==> src/rtl/ps2_game_pkg.sv <==
// ps2_game_pkg
//   Shared codes and encodings for the PS/2 game control mapper.
//   Contents:
//     MOVE_*            3-bit move codes driven on game_controls[5p+2:5p]
//     ATK_*             2-bit attack codes driven on game_controls[5p+4:5p+3]
//     RELEASE_PREFIX    scan-code byte that marks a key release
//     SLOT_*            index of each key slot inside one player's KEYMAP entry
//     atk_state_e       pulse-mode attack FSM states
//     dir_move_code()   direction slot index -> move code
package ps2_game_pkg;

  localparam logic [2:0] MOVE_NONE  = 3'b000;
  localparam logic [2:0] MOVE_UP    = 3'b001;
  localparam logic [2:0] MOVE_LEFT  = 3'b010;
  localparam logic [2:0] MOVE_DOWN  = 3'b011;
  localparam logic [2:0] MOVE_RIGHT = 3'b100;

  localparam logic [1:0] ATK_NONE = 2'b00;
  localparam logic [1:0] ATK0     = 2'b01;
  localparam logic [1:0] ATK1     = 2'b10;

  localparam logic [7:0] RELEASE_PREFIX = 8'hF0;

  // Slot order within a player's 48-bit KEYMAP entry, LSB first.
  localparam int SLOT_UP    = 0;
  localparam int SLOT_LEFT  = 1;
  localparam int SLOT_DOWN  = 2;
  localparam int SLOT_RIGHT = 3;
  localparam int SLOT_ATK0  = 4;
  localparam int SLOT_ATK1  = 5;
  localparam int NUM_SLOTS  = 6;
  localparam int NUM_DIRS   = 4;

  typedef enum logic [1:0] {
    ATK_IDLE  = 2'd0,
    ATK_PULSE = 2'd1,
    ATK_COOL  = 2'd2
  } atk_state_e;

  function automatic logic [2:0] dir_move_code(input int slot);
    case (slot)
      SLOT_UP:    return MOVE_UP;
      SLOT_LEFT:  return MOVE_LEFT;
      SLOT_DOWN:  return MOVE_DOWN;
      SLOT_RIGHT: return MOVE_RIGHT;
      default:    return MOVE_NONE;
    endcase
  endfunction

endpackage

==> src/rtl/ps2_player_slot.sv <==
// ps2_player_slot
//   One player's key state: held flags for its six mapped keys, most-recently
//   pressed ranking of the four direction keys, the attack generator (level or
//   pulse with cooldown) and the registered 5-bit control word.
//   Ports:
//     clk, reset       clock, synchronous active-high reset
//     ev_valid_i       decoded key event this cycle (bare prefix already removed)
//     ev_release_i     event is a release (else a press)
//     ev_code_i        scan code of the event
//     controls_o       registered {attack[1:0], move[2:0]}
//     held_any_o       any of this player's keys is currently held
module ps2_player_slot
  import ps2_game_pkg::*;
#(
  parameter logic [47:0] KEYMAP       = 48'h0,
  parameter int          ATTACK_MODE  = 0,
  parameter int          ATTACK_PULSE = 4,
  parameter int          COOLDOWN     = 16
) (
  input  logic       clk,
  input  logic       reset,
  input  logic       ev_valid_i,
  input  logic       ev_release_i,
  input  logic [7:0] ev_code_i,
  output logic [4:0] controls_o,
  output logic       held_any_o
);

  // Counter loads with N-1 and runs down to 0, so it only has to hold N-1.
  localparam int CNT_MAX = (ATTACK_PULSE > COOLDOWN) ? ATTACK_PULSE : COOLDOWN;
  localparam int CW      = (CNT_MAX < 2) ? 1 : $clog2(CNT_MAX);
  localparam logic [CW-1:0] PULSE_LOAD = CW'(ATTACK_PULSE - 1);
  localparam logic [CW-1:0] COOL_LOAD  = (COOLDOWN > 0) ? CW'(COOLDOWN - 1) : '0;

  logic [NUM_SLOTS-1:0]     match, pressed, released;
  logic [NUM_SLOTS-1:0]     held_q, held_d;
  logic [NUM_DIRS-1:0][1:0] rank_q, rank_d;
  atk_state_e               state_q, state_d;
  logic [CW-1:0]            cnt_q, cnt_d;
  logic [1:0]               code_q, code_d;
  logic [4:0]               controls_q, controls_d;

  // A press only counts on a not-held key; a typematic repeat is invisible.
  always_comb begin
    for (int s = 0; s < NUM_SLOTS; s++) begin
      match[s] = ev_valid_i && (ev_code_i == KEYMAP[s*8 +: 8]);
    end
    pressed  = match & ~held_q & {NUM_SLOTS{~ev_release_i}};
    released = match &  held_q & {NUM_SLOTS{ ev_release_i}};
    held_d   = (held_q | pressed) & ~released;
  end

  // Recency: a new press goes to rank 0 and pushes every held direction back;
  // a release pulls up every held direction that was ranked behind it.
  // NOTE: every combinational output is given a default before any branch so
  // no path leaves it unassigned, which would otherwise infer a latch.
  always_comb begin
    rank_d = rank_q;
    for (int d = 0; d < NUM_DIRS; d++) begin
      if (pressed[d] || released[d]) begin
        rank_d[d] = 2'd0;
      end else if (held_q[d]) begin
        if (|pressed[NUM_DIRS-1:0]) begin
          if (rank_q[d] != 2'd3) rank_d[d] = rank_q[d] + 2'd1;
        end else begin
          for (int j = 0; j < NUM_DIRS; j++) begin
            if (released[j] && (rank_q[j] < rank_q[d])) rank_d[d] = rank_d[d] - 2'd1;
          end
        end
      end
    end
  end

  // Pulse-mode attack FSM; in level mode it never leaves IDLE.
  always_comb begin
    state_d = state_q;
    cnt_d   = cnt_q;
    code_d  = code_q;
    unique case (state_q)
      ATK_IDLE: begin
        if ((ATTACK_MODE != 0) && (pressed[SLOT_ATK0] || pressed[SLOT_ATK1])) begin
          state_d = ATK_PULSE;
          cnt_d   = PULSE_LOAD;
          code_d  = pressed[SLOT_ATK0] ? ATK0 : ATK1;
        end
      end
      ATK_PULSE: begin
        if (cnt_q != '0) begin
          cnt_d = cnt_q - CW'(1);
        end else if (COOLDOWN == 0) begin
          state_d = ATK_IDLE;
        end else begin
          state_d = ATK_COOL;
          cnt_d   = COOL_LOAD;
        end
      end
      ATK_COOL: begin
        if (cnt_q != '0) cnt_d = cnt_q - CW'(1);
        else             state_d = ATK_IDLE;
      end
      default: state_d = ATK_IDLE;
    endcase
  end

  // Output word computed from registered state, so it lands one edge after
  // the event that changed that state.
  always_comb begin
    controls_d = {ATK_NONE, MOVE_NONE};
    for (int d = 0; d < NUM_DIRS; d++) begin
      if (held_q[d] && (rank_q[d] == 2'd0)) controls_d[2:0] = dir_move_code(d);
    end
    if (ATTACK_MODE == 0) begin
      if      (held_q[SLOT_ATK0]) controls_d[4:3] = ATK0;
      else if (held_q[SLOT_ATK1]) controls_d[4:3] = ATK1;
    end else if (state_q == ATK_PULSE) begin
      controls_d[4:3] = code_q;
    end
  end

  // NOTE: state registers use non-blocking assignments so every register
  // samples the pre-edge values regardless of statement order.
  // NOTE: the rank array is small state that feeds the output directly, so
  // unlike a RAM it is cleared on reset rather than left undefined.
  always_ff @(posedge clk) begin
    if (reset) begin
      held_q     <= '0;
      rank_q     <= '0;
      state_q    <= ATK_IDLE;
      cnt_q      <= '0;
      code_q     <= ATK_NONE;
      controls_q <= '0;
    end else begin
      held_q     <= held_d;
      rank_q     <= rank_d;
      state_q    <= state_d;
      cnt_q      <= cnt_d;
      code_q     <= code_d;
      controls_q <= controls_d;
    end
  end

  assign controls_o = controls_q;
  assign held_any_o = |held_q;

endmodule

==> src/rtl/ps2_game_mapper.sv <==
// ps2_game_mapper
//   Maps decoded PS/2 scan-code events onto per-player move/attack codes.
//   Ports:
//     clk            system clock
//     reset          synchronous, active-high reset
//     keycode_in     [15:8]==F0 -> release of [7:0], otherwise press of [7:0]
//     key_valid      one-cycle strobe qualifying keycode_in
//     game_controls  player p at [5p+4:5p] = {attack[1:0], move[2:0]}
//     any_held       registered: some mapped key of some player is held
module ps2_game_mapper
  import ps2_game_pkg::*;
#(
  parameter int                        NUM_PLAYERS  = 2,
  parameter logic [NUM_PLAYERS*48-1:0] KEYMAP       = 96'h5D5B74736B75_2924231B1C1D,
  parameter int                        ATTACK_MODE  = 0,
  parameter int                        ATTACK_PULSE = 4,
  parameter int                        COOLDOWN     = 16
) (
  input  logic                       clk,
  input  logic                       reset,
  input  logic [15:0]                keycode_in,
  input  logic                       key_valid,
  output logic [5*NUM_PLAYERS-1:0]   game_controls,
  output logic                       any_held
);

  logic                   ev_valid, ev_release;
  logic [7:0]             ev_code;
  logic [NUM_PLAYERS-1:0] slot_held;
  logic                   any_held_q;

  // A bare F0 byte is only the release prefix on its own; it carries no key.
  assign ev_valid   = key_valid && (keycode_in[7:0] != RELEASE_PREFIX);
  assign ev_release = (keycode_in[15:8] == RELEASE_PREFIX);
  assign ev_code    = keycode_in[7:0];

  for (genvar p = 0; p < NUM_PLAYERS; p++) begin : g_player
    ps2_player_slot #(
      .KEYMAP       (KEYMAP[p*48 +: 48]),
      .ATTACK_MODE  (ATTACK_MODE),
      .ATTACK_PULSE (ATTACK_PULSE),
      .COOLDOWN     (COOLDOWN)
    ) u_slot (
      .clk          (clk),
      .reset        (reset),
      .ev_valid_i   (ev_valid),
      .ev_release_i (ev_release),
      .ev_code_i    (ev_code),
      .controls_o   (game_controls[5*p +: 5]),
      .held_any_o   (slot_held[p])
    );
  end

  // Registered so it aligns with game_controls.
  always_ff @(posedge clk) begin
    if (reset) any_held_q <= 1'b0;
    else       any_held_q <= |slot_held;
  end

  assign any_held = any_held_q;

endmodule

==> config.mk <==
export PLATFORM = sky130hd
export DESIGN_NAME = ps2_game_mapper
export DESIGN_NICKNAME = d
export VERILOG_FILES = /design/src/rtl/ps2_game_pkg.sv /design/src/rtl/ps2_player_slot.sv /design/src/rtl/ps2_game_mapper.sv
export SDC_FILE = /design/constraint.sdc
export NUM_CORES = 1
export LEC_CHECK = 0
export ABC_CLOCK_PERIOD_IN_PS = 5900
export BUFFER_PORTS_ARGS = -buffer_cell sky130_fd_sc_hd__buf_2
export CAP_MARGIN = 20
export CORE_MARGIN = 4
export CORE_UTILIZATION = 45
export CTS_CLUSTER_DIAMETER = 60
export DETAILED_ROUTE_END_ITERATION = 6
export MAX_ROUTING_LAYER = met4
export SYNTH_ARGS = -nofsm -noshare
export SYNTH_HDL_FRONTEND = slang
export SYNTH_SLANG_ARGS = --single-unit
==> constraint.sdc <==
create_clock -name clk -period 5.9 [get_ports clk]
set_clock_uncertainty 0.2 [all_clocks]
set_input_delay 1.77 -clock clk [delete_from_list [all_inputs] [get_ports clk]]
set_output_delay 1.77 -clock clk [all_outputs]
set_load 0.01 [all_outputs]
# ---- Word level (Yosys, flattened, before mapping)
# Index checks and enable logic that the tools add are counted.
dict set report totals {
  output_inout_bits 11
  in_bits 19
  regBits 39
  elab_cells 360
}
dict set report op_classes {
  muxes 132
  n_eq_ne 30
  order_cmp 32
  n_bitwise 17
  reduce_logical 92
  n_addsub 40
}
# operator n
set ops {}
lappend ops {{2-to-1 mux 2 bit} 126}
lappend ops {{< comparator 2 bit} 32}
lappend ops {{subtractor 2 x 1 -> 2 bit (second input constant)} 32}
lappend ops {{bitwise AND 6 bit} 10}
lappend ops {{logical AND 1 bit} 53}
lappend ops {{== test 8 x 7 -> 1 bit (second input constant)} 6}
lappend ops {{inequality test 2 bit (second input constant)} 16}
lappend ops {{== test 8 x 5 -> 1 bit (second input constant)} 3}
lappend ops {{== test 8 x 6 -> 1 bit (second input constant)} 3}
lappend ops {{inverter 6 bit} 4}
lappend ops {{OR reduction 2 bit} 12}
lappend ops {{adder 2 x 1 -> 2 bit (second input constant)} 8}
lappend ops {{zero test 2 bit} 8}
lappend ops {{AND reduction 2 bit} 8}
lappend ops {{OR 6 bit} 2}
lappend ops {{OR reduction 12 bit} 1}
lappend ops {{== test 8 bit (second input constant)} 1}
lappend ops {{logical OR 1 bit} 8}
lappend ops {{inequality test 8 bit (second input constant)} 1}
lappend ops {{OR reduction 4 bit} 2}
lappend ops {{2-to-1 mux 3 bit} 2}
lappend ops {{2-to-1 mux 1 bit} 4}
lappend ops {{inverter 1 bit} 1}

# ---- Depth between registers and ports, before layout
# Gate-level depths: netlist of run 1.
dict set report depth {
  word_depth 23
  mapped_depth 10
  depth_no_buf 9
}

# ---- Modules after synthesis
# Synthesis of run 1 repeated with hierarchy kept, for this count alone.
dict set report unflattened {
  cells_unflattened 455
  hier_area_um2 3595.9
}
# module area_per_inst_um2 seq_area_each_um2 cells_each instances
set modules_own_cells {}
lappend modules_own_cells {{ps2_player_slot at g_player[1].u_slot} 1851.8 380.4 232 1}
lappend modules_own_cells {{ps2_player_slot at g_player[0].u_slot} 1672.9 380.4 213 1}
lappend modules_own_cells {ps2_game_mapper 71.3 20.0 10 1}

# ---- Least setup slack after synthesis of run 1
# OpenSTA, ideal clock, no wires.
dict set report synth_path {
  path_kind {input to register}
  start {input keycode_in[3]}
  end {register g_player[0].u_slot.rank_q[4] in the netlist's numbering}
  slack_ns 2.067
  arrival_time_ns 3.510
  setup_ns 0.123
  path_stages 9
  n_path_buf 2
  required_ns 5.577
  cell_sequence {buf_6 or3b_1 buf_6 nor4_4 and4_1 xnor2_1 xnor2_1 a221oi_1 nor2_1}
}
dict set report synth_between {
  elab_chain_len 23
  elab_cells_between_ends 40
  classes_between {3 x add/sub; 6 x eq/ne; 14 x mux; 4 x bitwise; 13 x reduce/logical}
}
# item line
set synth_lines {}
lappend synth_lines {{from (decl)} ps2_game_mapper.sv:21} ;# input logic [15:0] keycode_in,
lappend synth_lines {{inequality test 8 bit} ps2_game_mapper.sv:33} ;# assign ev_valid = key_valid && (keycode_in[7:0] != RELEASE_PREFIX);
lappend synth_lines {{logical AND 1 bit} ps2_game_mapper.sv:33}
lappend synth_lines {{logical AND 1 bit} ps2_player_slot.sv:46} ;# match[s] = ev_valid_i && (ev_code_i == KEYMAP[s*8 +: 8]);
lappend synth_lines {{bitwise AND 6 bit (2 in series)} ps2_player_slot.sv:49} ;# released = match & held_q & {NUM_SLOTS{ ev_release_i}};
lappend synth_lines {{logical AND 1 bit} ps2_player_slot.sv:67} ;# if (released[j] && (rank_q[j] < rank_q[d])) rank_d[d] = rank_d[d] - 2'd1;
lappend synth_lines {{2-to-1 mux 2 bit} ps2_player_slot.sv:67}
lappend synth_lines {{2-to-1 mux 2 bit} ps2_player_slot.sv:63} ;# if (|pressed[NUM_DIRS-1:0]) begin
lappend synth_lines {{2-to-1 mux 2 bit} ps2_player_slot.sv:62} ;# end else if (held_q[d]) begin
lappend synth_lines {{[... 6 more ...]} n/a}
lappend synth_lines {{subtractor 2 x 1 -> 2 bit} ps2_player_slot.sv:67}
lappend synth_lines {{2-to-1 mux 2 bit} ps2_player_slot.sv:67}
lappend synth_lines {{2-to-1 mux 2 bit} ps2_player_slot.sv:63}
lappend synth_lines {{2-to-1 mux 2 bit} ps2_player_slot.sv:62}
lappend synth_lines {{2-to-1 mux 2 bit} ps2_player_slot.sv:60} ;# if (pressed[d] || released[d]) begin
lappend synth_lines {{subtractor 2 x 1 -> 2 bit} ps2_player_slot.sv:67}
lappend synth_lines {{2-to-1 mux 2 bit} ps2_player_slot.sv:67}
lappend synth_lines {{2-to-1 mux 2 bit} ps2_player_slot.sv:63}
lappend synth_lines {{to (signal assigned)} ps2_player_slot.sv:134} ;# rank_q <= rank_d;
lappend synth_lines {{to (decl)} ps2_player_slot.sv:37} ;# logic [NUM_DIRS-1:0][1:0] rank_q, rank_d;
# Parallel ways exist; a longest one is shown, timed or not. The select of a mux whose other input is x is not followed.
# A chain may end at the register's enable or synchronous reset.

# ---- Final worst setup path of run 1
dict set report layout_path {
  start {input keycode_in[11]}
  end {register g_player[0].u_slot.rank_q[0] in the netlist's numbering}
}
dict set report layout_between {
  elab_chain_len 20
  elab_cells_between_ends 30
  classes_between {3 x add/sub; 2 x eq/ne; 14 x mux; 3 x bitwise; 8 x reduce/logical}
}
# item line
set layout_lines {}
lappend layout_lines {{== test 8 bit *} ps2_game_mapper.sv:34} ;# assign ev_release = (keycode_in[15:8] == RELEASE_PREFIX);
lappend layout_lines {{bitwise AND 6 bit} ps2_player_slot.sv:49}
lappend layout_lines {{logical AND 1 bit} ps2_player_slot.sv:67}
lappend layout_lines {{2-to-1 mux 2 bit} ps2_player_slot.sv:67}
lappend layout_lines {{2-to-1 mux 2 bit} ps2_player_slot.sv:63}
lappend layout_lines {{2-to-1 mux 2 bit} ps2_player_slot.sv:62}
lappend layout_lines {{2-to-1 mux 2 bit} ps2_player_slot.sv:60}
lappend layout_lines {{subtractor 2 x 1 -> 2 bit} ps2_player_slot.sv:67}
lappend layout_lines {{[... 4 more ...]} n/a}
lappend layout_lines {{subtractor 2 x 1 -> 2 bit} ps2_player_slot.sv:67}
lappend layout_lines {{2-to-1 mux 2 bit} ps2_player_slot.sv:67}
lappend layout_lines {{2-to-1 mux 2 bit} ps2_player_slot.sv:63}
lappend layout_lines {{2-to-1 mux 2 bit} ps2_player_slot.sv:62}
lappend layout_lines {{2-to-1 mux 2 bit} ps2_player_slot.sv:60}
lappend layout_lines {{subtractor 2 x 1 -> 2 bit} ps2_player_slot.sv:67}
lappend layout_lines {{2-to-1 mux 2 bit} ps2_player_slot.sv:67}
lappend layout_lines {{2-to-1 mux 2 bit} ps2_player_slot.sv:63}
# Mark *: on every way between the ends. The rest lies on a longest branch, timed or not. The select of a mux whose other input is x is not followed.

==> metrics.txt, run 1 <==
leading area contributor after synthesis=sky130_fd_sc_hd__dfxtp_1; maximum number of pins on one net before global-route repair=33; count of mapped cells out of synthesis=433; number of optimization iterations in the first detailed-route pass=7; net count after synthesis=492; antenna diode instance count=0; full die area=0.00910 sq mm; cell area after synthesis=0.00344 sq mm; number of enable flip-flop cells after synthesis=0; clk sink count=39; iteration-0 DRC count of the detailed router=187; unrepaired setup endpoints after global routing=false; Post-CTS Hold Buffers=0; endpoint of the worst hold path=g_player[1].u_slot.controls_o[4]$_SDFF_PP0_; width of the die=95.4 microns; gr usage total=21.8%; Primary FF master, synth=sky130_fd_sc_hd__dfxtp_1; Final Critical Period=4.28 ns; power after layout=533 uW; Bufs on Longest Clock Path=2; synthesis warning total=0; CP Class=input port to register; Hold WC Path Type=register to register; average footprint of a synthesized cell=7.94 sq um; area share of the largest cell type after synthesis=22.7%; most instantiated library cell after synthesis=sky130_fd_sc_hd__ha_1; Final HPWL DP=6880 microns; total wire length after detailed routing=9000 microns; number of gates resized after CTS=0; vias in the first global route=3,072; proportion of synthesized flip-flops having asynchronous set or reset=0%; outcome=finished, final reports clean; Worst VDD drop=0.0864 mV; hold path depth=1; GRT Residual Overflow=0; post-synthesis sequential element count=39; clock tree from TritonCTS=yes; maximum capacitance violations=0; die height=95.4 microns; placer congestion estimate=0.924; number of distinct library cell variants in the gate-level netlist after synthesis=63; remaining antenna violation count after routing=0; endpoints failing hold=0; Vias=3,261; Area Overhead vs Synth=8.74%; Data arrival, critical path=4.26 ns; placeable core region=0.00733 sq mm; maximum single-stage delay on the critical path=0.67 ns; later-pin clock latency in the skew report=0.30 ns; maximum fanout count along the critical path=13; detailed-route wire length per cell=16.3 microns; worst slew slack as a fraction of its limit=48.1%; Lkg Pwr=1.40 nW; number of nets in the layout=510; chain of cells forming the critical path=buf_2, nor4_4, nand2_1, a32oi_2, nor2_1, o31ai_1, a21boi_0, a2111oi_1; total number of H-tree levels=2; root buf cell=sky130_fd_sc_hd__clkbuf_8; power per cell area=143 mW/mm^2; post-detailed-route DRC marker count=0; slew at the pin with the worst max-slew slack=0.759 ns; type of origin of the critical path=input port; number of max-slew violations in the final report=0; endpoints failing setup=0; FP Rows=31; number of antenna violations at the first check in global routing=0; wire length of the first global-routing pass=15,200 microns; Post-synth top cells=sky130_fd_sc_hd__ha_1, sky130_fd_sc_hd__dfxtp_1, sky130_fd_sc_hd__nor2_1; Vias/cell=5.92; final worst-path cycle share=72.5%; cell depth of the worst flop-to-flop path=7; initial core utilization=46.9%; required time of the worst setup path=5.89 ns; Ports=30; Worst setup EP type=register; share of the yosys chip area belonging to registers=22.7%; maximum clock frequency=0.234 GHz; critical register-to-register path endpoint=g_player[0].u_slot.rank_q[0]$_SDFFE_PP0P_; highest-delay cell along the critical path=sky130_fd_sc_hd__a32oi_2; port bufs=29; register clock-pin slew on the reported worst setup and hold paths=0.08 ns; FF-to-FF setup slack=3.27 ns; sum of negative setup slack=0 ns; cells taking the most area after synthesis=sky130_fd_sc_hd__dfxtp_1, sky130_fd_sc_hd__ha_1, sky130_fd_sc_hd__a21oi_1; number of buffers inserted by post-CTS setup repair=0; Num CTS Buffers=5; share of cells above drive strength 1=10.8%
layout make-up:
| class | instances | area, sq um |
|---|---|---|
| Fill cell | 745 | 3590 |
| Multi-Input combinational cell | 342 | 2440 |
| Sequential cell | 39 | 781 |
| Timing Repair Buffer | 32 | 168 |
| Tap cell | 99 | 124 |
| Inverter | 31 | 116 |
| Clock buffer | 5 | 68.8 |
| Clock inverter | 3 | 43.8 |
cell families (layout without fill, tap and decap cells):
logic type,Yosys count,after routing,share of synthesized area (%)
AND/OR/NAND/NOR,172,172,28.8
AO/OA/AOI/OAI,105,105,20.8
buffers and inverters,52,71,6.41
adder cells (fa/ha/maj),40,40,14.6
flip-flops,39,39,22.7
XOR/XNOR,19,19,4.84
multiplexers,6,6,1.82
report_power, final:
| group | switching (mW) | internal (mW) |
|---|---|---|
| clock | 0.107 | 0.126 |
| combinational | 0.0238 | 0.0122 |
| sequential | 0.000676 | 0.263 |
per-stage QoR:
stage               instances  util, %  worst slack, ns  hold WS (ns)  cell area, sq um
finish                    551     51.0             1.62         0.289              3740
global route              551     51.0             1.38         0.322              3740
CTS                       551     51.0             1.67         0.288              3740
detailed placement        543     49.4             1.37         0.274              3620
global placement          543     49.4             1.47         0.269              3620
floorplan                 433        -             2.07         0.236              3440
routing by layer:
metal  part of all wire [%]  track usage (%)
met5                      0                -
met4                    1.0             5.09
met3                    5.4             2.76
met2                     42             31.0
met1                     52             32.7
cells in the final DEF, fill, tap and decap left out, drive strengths merged, types with 2 or more instances in the layout:
cell type,instances
a2111oi,5
a211oi,7
a21boi,5
a21oi,37
a221oi,6
a31oi,2
a41oi,3
and2,7
and3,5
and3b,2
and4,4
buf,32
clkbuf,5
clkinv,2
dfxtp,39
ha,40
inv,31
mux2,2
mux2i,4
nand2,27
nand2b,2
nand3,14
nand3b,7
nand4,12
nor2,39
nor2b,8
nor3,14
nor3b,10
nor4,12
o2111ai,3
o21ai,15
o22ai,2
o31ai,5
or3,2
or3b,3
xnor2,19
critical path: cells and delay by family:
| family | cells | cell delay, ns |
|---|---|---|
| buf+inv | 1 | 0.12 |
| simple gates | 3 | 1.08 |
| compound gates | 4 | 1.29 |
how the worst max path moves through the flow:
stage                                                 to      startpoint  depth (start not counted)  slack (ns)
4_1_cts        g_player[0].u_slot.rank_q[0]$_SDFFE_PP0P_  keycode_in[11]                          8        1.67
5_1_grt        g_player[0].u_slot.rank_q[0]$_SDFFE_PP0P_  keycode_in[11]                          8        1.38
3_3_place_gp   g_player[0].u_slot.rank_q[0]$_SDFFE_PP0P_  keycode_in[11]                          8        1.47
2_1_floorplan  g_player[0].u_slot.rank_q[4]$_SDFFE_PP0P_   keycode_in[3]                          9        2.07
3_5_place_dp   g_player[0].u_slot.rank_q[0]$_SDFFE_PP0P_  keycode_in[11]                          8        1.37
6_report       g_player[0].u_slot.rank_q[0]$_SDFFE_PP0P_  keycode_in[11]                          8        1.62
Power figures use the tool's default switching activity.
==> run 2, diff against run 1 <==
- ABC_AREA: unset -> 1
- ABC_CLOCK_PERIOD_IN_PS: 5900 -> 3500
- PLACE_DENSITY: unset -> 0.65
- clock period: 5.9 -> 3.5 ns (I/O delays scaled with it)
==> run 2 against run 1 <==
  * Flip-flop and latch count unchanged
  * Highest routed layer unchanged
  * Register-to-register slack lost 2.3 ns
  * Critical path type unchanged
  * Setup slack got worse by 1.1 ns
  * Sequential share of layout area fell by 2.3 points
  * Clock-buffer cell count rose by 1
  * First-iteration DRC count down 1.1%
  * Synthesized cell count is 44% higher
==> metrics.txt, run 2 <==
outcome=finished, final reports clean; net count after synthesis=681; slew at the pin with the worst max-slew slack=0.519 ns; GRT Residual Overflow=0; die height=101 microns; CP Class=input port to register; post-detailed-route DRC marker count=0; unrepaired setup endpoints after global routing=false; leading area contributor after synthesis=sky130_fd_sc_hd__dfxtp_1; gr usage total=21.9%; antenna diode instance count=0; detailed-route wire length per cell=13.6 microns; most instantiated library cell after synthesis=sky130_fd_sc_hd__nand2_1; number of nets in the layout=710; Primary FF master, synth=sky130_fd_sc_hd__dfxtp_1; Area Overhead vs Synth=8.57%; number of max-slew violations in the final report=0; Data arrival, critical path=2.95 ns; Final Critical Period=2.94 ns; initial core utilization=46.6%; power after layout=910 uW; power per cell area=217 mW/mm^2; highest-delay cell along the critical path=sky130_fd_sc_hd__nand4_2; cell area after synthesis=0.00387 sq mm; placer congestion estimate=0.948; area share of the largest cell type after synthesis=20.2%; Vias/cell=5.44; chain of cells forming the critical path=buf_2, inv_1, nand2_1, nor2_1, nand2_2, nand2_4, nor2_8, nand3_1, nand4_2, nand2_1, nand2_1, a21oi_1, a21boi_0; root buf cell=sky130_fd_sc_hd__clkbuf_8; Worst setup EP type=register; Vias=4,121; hold path depth=2; Post-synth top cells=sky130_fd_sc_hd__nand2_1, sky130_fd_sc_hd__inv_1, sky130_fd_sc_hd__nand3_1; number of distinct library cell variants in the gate-level netlist after synthesis=38; share of cells above drive strength 1=9.82%; endpoints failing setup=0; FF-to-FF setup slack=0.97 ns; number of antenna violations at the first check in global routing=0; placeable core region=0.00830 sq mm; total number of H-tree levels=2; most frequent cells in the layout=sky130_fd_sc_hd__nand2_1, sky130_fd_sc_hd__inv_1, sky130_fd_sc_hd__nand3_1; proportion of synthesized flip-flops having asynchronous set or reset=0%; Ports=30; maximum fanout count along the critical path=15; cell depth of the worst flop-to-flop path=13; count of non-filler cells in the finished layout=757; Worst VDD drop=0.142 mV; endpoints failing hold=0; worst slew slack as a fraction of its limit=65.3%; number of enable flip-flop cells after synthesis=0; synthesis warning total=0; port bufs=29; placed cell areas=0.00408 sq mm; maximum number of pins on one net before global-route repair=18; Bufs on Longest Clock Path=2; vias in the first global route=3,714; wire length of the first global-routing pass=17,400 microns; average footprint of a synthesized cell=6.22 sq um; FP Rows=33; share of the yosys chip area belonging to registers=20.2%; maximum capacitance violations=0; total wire length after detailed routing=10,300 microns; Hold WC Path Type=register to register; iteration-0 DRC count of the detailed router=185; final core area utilization=50.6%; most used cell, CP=sky130_fd_sc_hd__nand2_1; width of the die=101 microns; number of gates resized after CTS=0; post-synthesis sequential element count=39; cells taking the most area after synthesis=sky130_fd_sc_hd__dfxtp_1, sky130_fd_sc_hd__nand2_1, sky130_fd_sc_hd__ha_1; remaining antenna violation count after routing=0; Critical path buffers and inverters=2; register clock-pin slew on the reported worst setup and hold paths=0.08 ns; placed cells=749; Post-CTS Hold Buffers=0; Worst path depth=13; final worst-path cycle share=84.0%; Num CTS Buffers=5; Worst path top cell family by delay=simple AND/OR/NAND/NOR gates; maximum single-stage delay on the critical path=0.33 ns; maximum clock frequency=0.340 GHz; sum of negative setup slack=0 ns; number of buffers inserted by post-CTS setup repair=0; most common cell after layout, fill and taps aside=sky130_fd_sc_hd__nand2_1; post-route cell area=0.00420 sq mm; clock tree from TritonCTS=yes; clk sink count=39; later-pin clock latency in the skew report=0.30 ns; Lkg Pwr=2.00 nW; type of origin of the critical path=input port; full die area=0.0101 sq mm; Final HPWL DP=8400 microns; count of mapped cells out of synthesis=622; required time of the worst setup path=3.51 ns; number of optimization iterations in the first detailed-route pass=5
run 2: cell types whose count changed in the layout (fill, tap and decap cells not counted), moves of 9 or more:
cell	before	now
sky130_fd_sc_hd__nor2_1	39	57
sky130_fd_sc_hd__nand4_1	12	33
sky130_fd_sc_hd__nor3b_1	9	0
sky130_fd_sc_hd__nand3_1	14	65
sky130_fd_sc_hd__inv_1	31	85
sky130_fd_sc_hd__nand2_1	27	161
sky130_fd_sc_hd__a21oi_1	37	56
sky130_fd_sc_hd__xnor2_1	19	0
run 2: cells by family (layout without fill, tap and decap cells):
group           Yosys count  in the layout  share of synthesized area, %
buf+inv                  97            127                          10.5
xor+xnor                  2              2                         0.453
fa+ha+maj                40             40                          12.9
flops                    39             39                          20.2
compound gates           88             88                          12.1
simple gates            356            356                          43.7
run 2: layer usage:
layer  GRT usage [%]  wire [microns]
met2            34.8            4650
met4            5.60              89
met5               -               0
met1            28.8            4890
met3            3.94             705
run 2: layout make-up:
class | instances | area [sq um]
fillers | 866 | 4100
multi-input cells | 486 | 2680
flip-flops and latches | 39 | 781
inverters | 88 | 330
repair buffers | 31 | 160
well taps | 105 | 131
clock buffers | 6 | 82.6
clock inverters | 2 | 35.0
run 2: metrics by stage:
stage,hold WS (ns),setup slack (ns)
floorplan,0.227,0.785
global placement,0.255,0.342
detailed placement,0.259,0.296
CTS,0.274,0.597
global route,0.313,0.339
finish,0.270,0.561
run 2: final timing paths:
kind / from / to
max: keycode_in[2] / g_player[1].u_slot.rank_q[2]$_SDFFE_PP0P_
min reg2reg: register / g_player[0].u_slot.controls_o[4]$_SDFF_PP0_
max reg2reg: g_player[1].u_slot.rank_q[2]$_SDFFE_PP0P_ / g_player[1].u_slot.rank_q[2]$_SDFFE_PP0P_
min: register / g_player[0].u_slot.controls_o[4]$_SDFF_PP0_
run 2: report_power, final:
| part | total [mW] | leakage [nW] | switching, mW | internal (mW) |
|---|---|---|---|---|
| clock network | 0.404 | 0.0612 | 0.173 | 0.231 |
| registers | 0.445 | 0.314 | 0.00102 | 0.444 |
| logic | 0.0606 | 1.62 | 0.0410 | 0.0197 |
| total | 0.910 | 2.00 | 0.215 | 0.695 |
run 2: worst min-delay path, cell delays in order, from the launching register on:
cell	delay, ns
sky130_fd_sc_hd__dfxtp_1	0.33
sky130_fd_sc_hd__nand2_1	0.07
sky130_fd_sc_hd__nor2_1	0.03
